===== src/rtl/traffic_pkg.sv =====
// Shared encodings for the traffic phase controller: states, duration
// codes and lamp patterns.
package traffic_pkg;

    typedef enum logic [2:0] {
        ALL_RED_2   = 3'd0,
        MAIN_GREEN  = 3'd1,
        MAIN_YELLOW = 3'd2,
        ALL_RED_1   = 3'd3,
        SIDE_GREEN  = 3'd4,
        SIDE_YELLOW = 3'd5,
        PED_WALK    = 3'd6
    } tpc_state_t;

    localparam logic [1:0] SHORT  = 2'b00;
    localparam logic [1:0] MEDIUM = 2'b01;
    localparam logic [1:0] LONG   = 2'b10;

    localparam logic [1:0] DUR_GREEN  = LONG;
    localparam logic [1:0] DUR_YELLOW = SHORT;
    localparam logic [1:0] DUR_ALLRED = SHORT;
    localparam logic [1:0] DUR_WALK   = MEDIUM;

    localparam logic [2:0] RED = 3'b100;
    localparam logic [2:0] YEL = 3'b010;
    localparam logic [2:0] GRN = 3'b001;

    function automatic logic [1:0] dur_of(input tpc_state_t s);
        case (s)
            MAIN_GREEN, SIDE_GREEN:   dur_of = DUR_GREEN;
            MAIN_YELLOW, SIDE_YELLOW: dur_of = DUR_YELLOW;
            PED_WALK:                 dur_of = DUR_WALK;
            default:                  dur_of = DUR_ALLRED;
        endcase
    endfunction

    // Returns {main_light, side_light}.
    function automatic logic [5:0] lamps_of(input tpc_state_t s);
        case (s)
            MAIN_GREEN:  lamps_of = {GRN, RED};
            MAIN_YELLOW: lamps_of = {YEL, RED};
            SIDE_GREEN:  lamps_of = {RED, GRN};
            SIDE_YELLOW: lamps_of = {RED, YEL};
            default:     lamps_of = {RED, RED};
        endcase
    endfunction

endpackage


===== src/rtl/req_sync.sv =====
// Two-flop synchronizer for an asynchronous request input.
module req_sync (
    input  logic clk,
    input  logic rst,
    input  logic d,
    output logic q
);

    logic [1:0] ff;

    always_ff @(posedge clk or posedge rst) begin
        if (rst) ff <= 2'b00;
        else     ff <= {ff[0], d};
    end

    assign q = ff[1];

endmodule


===== src/rtl/traffic_phase_controller.sv =====
// Main/side road phase sequencer driving a shared duration timer.
// Define TPC_PED_EN to build the pedestrian walk phase.
module traffic_phase_controller
    import traffic_pkg::*;
(
    input  logic       clk,
    input  logic       rst,
    input  logic       side_req,
    input  logic       ped_req,
    input  logic       timer_done,
    output logic       timer_start,
    output logic [1:0] duration_sel,
    output logic [2:0] main_light,
    output logic [2:0] side_light,
    output logic       ped_walk,
    output logic [2:0] phase
);

    tpc_state_t state, state_nxt;
    logic       expire;
    logic       side_sync, side_pend, side_clr;
    logic       ped_pend;

    // A still-high done from the previous phase must not count.
    assign expire = timer_done & ~timer_start;

    req_sync u_side_sync (
        .clk (clk),
        .rst (rst),
        .d   (side_req),
        .q   (side_sync)
    );

    assign side_clr = expire && (state_nxt == SIDE_GREEN);

    // Set wins over clear so a request arriving on entry is kept.
    always_ff @(posedge clk or posedge rst) begin
        if (rst) side_pend <= 1'b0;
        else     side_pend <= side_sync | (side_pend & ~side_clr);
    end

`ifdef TPC_PED_EN
    logic ped_sync, ped_clr;

    req_sync u_ped_sync (
        .clk (clk),
        .rst (rst),
        .d   (ped_req),
        .q   (ped_sync)
    );

    assign ped_clr = expire && (state_nxt == PED_WALK);

    always_ff @(posedge clk or posedge rst) begin
        if (rst) begin
            ped_pend <= 1'b0;
            ped_walk <= 1'b0;
        end else begin
            ped_pend <= ped_sync | (ped_pend & ~ped_clr);
            ped_walk <= (state_nxt == PED_WALK);
        end
    end
`else
    logic unused_ped;

    assign unused_ped = ped_req;
    assign ped_pend   = 1'b0;
    assign ped_walk   = 1'b0;
`endif

    always_comb begin
        state_nxt = state;
        if (expire) begin
            unique case (state)
                ALL_RED_2:   state_nxt = MAIN_GREEN;
                MAIN_GREEN:  if (side_pend || ped_pend)
                                 state_nxt = MAIN_YELLOW;
                MAIN_YELLOW: state_nxt = ALL_RED_1;
                ALL_RED_1:   state_nxt = ped_pend ? PED_WALK : SIDE_GREEN;
                PED_WALK:    state_nxt = side_pend ? SIDE_GREEN : MAIN_GREEN;
                SIDE_GREEN:  state_nxt = SIDE_YELLOW;
                SIDE_YELLOW: state_nxt = ALL_RED_2;
                default:     state_nxt = ALL_RED_2;
            endcase
        end
    end

    // Every expire is a state entry, including the MAIN_GREEN re-arm.
    always_ff @(posedge clk or posedge rst) begin
        if (rst) begin
            state        <= ALL_RED_2;
            timer_start  <= 1'b1;
            duration_sel <= DUR_ALLRED;
            main_light   <= RED;
            side_light   <= RED;
        end else begin
            state       <= state_nxt;
            timer_start <= expire;
            if (expire) duration_sel <= dur_of(state_nxt);
            {main_light, side_light} <= lamps_of(state_nxt);
        end
    end

    assign phase = state;

endmodule


===== config.mk =====
export PLATFORM = sky130hd
export DESIGN_NAME = traffic_phase_controller
export DESIGN_NICKNAME = d
export VERILOG_FILES = /design/src/rtl/traffic_pkg.sv /design/src/rtl/req_sync.sv /design/src/rtl/traffic_phase_controller.sv
export SDC_FILE = /design/constraint.sdc
export NUM_CORES = 1
export LEC_CHECK = 0
export CAP_MARGIN = 20
export CORE_MARGIN = 1
export CORE_UTILIZATION = 50
export DETAILED_ROUTE_END_ITERATION = 8
export HOLD_SLACK_MARGIN = 0.03
export PLACE_DENSITY_LB_ADDON = 0.3
export SLEW_MARGIN = 10
export SYNTH_ARGS = -nofsm -noshare
export SYNTH_HDL_FRONTEND = slang
export SYNTH_HIERARCHICAL = 1
export SYNTH_SLANG_ARGS = --single-unit

===== constraint.sdc =====
create_clock -name clk -period 2.6 [get_ports clk]
set_input_delay 0.39 -clock clk [delete_from_list [all_inputs] [get_ports clk]]
set_output_delay 0.39 -clock clk [all_outputs]
set_load 0.005 [all_outputs]

==> flow_summary.json <==
{
  "fillers": 113,
  "fp.dieW_um": 40.4,
  "critPathKind": "flop to output port",
  "crit_path_end_kind": "output port",
  "clk_path_buf_depth": 2,
  "post_cts_buffers": 0,
  "final_antenna_net_count": 0,
  "crit_arrival_ps": 1510,
  "clock-root-buffer": "clkbuf_4",
  "clock_latency_ps": 290,
  "vias_per_cell": 5.15,
  "start_kind": "flop",
  "nets": 88,
  "netlist_top_cells_area": "dfrtp_1 41%, dfstp_2 11%, o21ai_0 4.8%",
  "hold_path_class": "input pin to async pin",
  "ir_drop_v": 0.000515,
  "drive_gt1_frac": 0.146,
  "cts_resized": 0,
  "holdWs_ps": 278,
  "yosys_warnings": 6,
  "num_io_pins": 18,
  "synth_edf_count": 0,
  "yosysUniqueCellTypes": 34,
  "wire_per_inst_um": 13.1,
  "period_needed_ps": 1900,
  "die-area_sq_um": 1630,
  "place_inst": 93,
  "synth_seq_cells": 15,
  "grt.total_usage": 0.183,
  "path_cells": "clkdlybuf4s50_1",
  "initial_core_util": 0.553,
  "global_route.overflow_total": 0,
  "drtIter0Drc": 8,
  "firstDrtPassIters": 4,
  "first_global_vias": 403,
  "power.leakage_nw": 0.398,
  "path_clk_slew_ps": 90,
  "place_congestion": 0.743,
  "grt_max_degree": 18,
  "skew_ps": 5.89,
  "drc_errors": 0,
  "diodes": 0,
  "finalWirelength_um": 1270,
  "syn_to_final_growth_pct": 21.2,
  "io_buffers": 15,
  "place_hpwl_um": 870,
  "critPathMaxStageDelay_ps": 630,
  "path_max_fanout": 17,
  "synth_nets": 73,
  "crit_family": "flip-flops",
  "htreeDepth": 1,
  "cts-hold-fix-buffers": 0,
  "synthCells": 68,
  "cp_num_buf_inv": 1,
  "grt_pass1_wl_um": 1870,
  "cts_tree": "built",
  "drv_slew": 0,
  "hold_viol_final": 0,
  "critPathRequiredTime_ps": 2210,
  "ys.flop_type": "dfrtp_1",
  "setup-violations-final": 0,
  "die_h_um": 40.4,
  "num_vias": 500,
  "powerDensity_nw_per_um2": 963,
  "finalCritPeriodShare": 0.729,
  "outcome": "complete, no violations",
  "synth_top_area_frac": 0.407,
  "rsz0062_at_grt": "false",
  "cap_violations": 0,
  "coreArea_sq_um": 1330,
  "antenna_found_initial": 0,
  "clock.fmax_mhz": 527,
  "tns_ps": 0,
  "num_rows": 13,
  "yosysMostFrequentCell": "dfrtp_1",
  "synthArstFlopShare": 1.00,
  "seq_area_frac_synth": 0.514,
  "cts_made_buffers": 3,
  "slowest_stage": "dfrtp_1",
  "syn-cell-area_sq_um": 737,
  "layoutNonFillerInstCount": 97,
  "cts_sinks": 15,
  "synthTopCellsByCount": "12 x dfrtp_1, 7 x o21ai_0, 4 x inv_1, 4 x nor2b_1",
  "synth_top_cell_by_area": "dfrtp_1",
  "postSynthAreaPerCell_sq_um": 10.8
}
where the power goes:
group | internal [mW] | total, mW | switching (mW) | leakage (nW)
clock network | 0.0572 | 0.136 | 0.0784 | 0.0177
logic | 0.202 | 0.321 | 0.119 | 0.200
registers | 0.309 | 0.404 | 0.0954 | 0.180
total | 0.568 | 0.861 | 0.292 | 0.398
metrics by stage:
stage	cell area (sq um)	setup slack [ps]	util	total power, mW
CTS	893	705	0.670	0.867
finish	893	704	0.670	0.861
global route	893	623	0.670	0.926
floorplan	737	1350	-	0.586
detailed placement	866	838	0.649	0.732
global placement	866	843	0.649	0.716
path summary, 6_finish.rpt:
path | from | to | slack (ps) | cells after the start
setup / recovery | phase[1]$_DFF_PP0_ | phase[1] | 700 | 1
hold / removal | rst | u_side_sync/ff[0]$_DFF_PP0_ | 280 | 2
setup reg to reg | timer_start$_DFF_PP1_ | phase[2]$_DFF_PP0_ | 1160 | 4
hold reg to reg | u_side_sync/ff[0]$_DFF_PP0_ | u_side_sync/ff[1]$_DFF_PP0_ | 360 | 0
max in group asynchronous | rst | side_light[2]$_DFF_PP1_ | 1800 | 2
min in group clk | u_side_sync/ff[0]$_DFF_PP0_ | u_side_sync/ff[1]$_DFF_PP0_ | 360 | 0
routing by layer:
layer,routed length [um],track usage,vias to the layer above
met2,573,0.274,14
met1,614,0.237,222
met4,32,0.100,0
li1,-,-,260
met3,46,0.0500,4
met5,0,0,-
sequential cells by signal, indices dropped and copies added (netlist names):
name and cells:
timer_start 1, side_pend 1, main_light 3, side_light 3, u_side_sync/ff 2, phase 3
duration_sel 2
kinds of logic after synthesis:
| logic type | synth area share |
|---|---|
| AO/OA/AOI/OAI | 0.173 |
| AND/OR/NAND/NOR | 0.200 |
| XOR/XNOR | 0.0119 |
| multiplexers | 0.0136 |
| flip-flops | 0.514 |
| other | 0.00509 |
| buffers and inverters | 0.0815 |
layout make-up:
cell class	count	area, sq um	area share
flip-flops and latches	15	379	0.424
repair buffers	15	150	0.168
inverters	5	20.0	0.0224
clock buffers	3	22.5	0.0252
clock inverters	1	5.00	0.00560
well taps	15	18.8	0.0210
multi-input cells	43	298	0.333
layout by cell type (no fill, tap or decap), types with 2 or more instances in the layout:
cell type / n
and2b_1: 2
clkbuf_4: 3
o21ai_0: 7
clkdlybuf4s50_1: 15
nor2b_1: 4
dfstp_2: 3
inv_1: 4
a21o_1: 3
clkinv_2: 2
nor2_1: 2
dfrtp_1: 12
nand2_1: 3
o211ai_1: 2
Power figures use the tool's default switching activity.
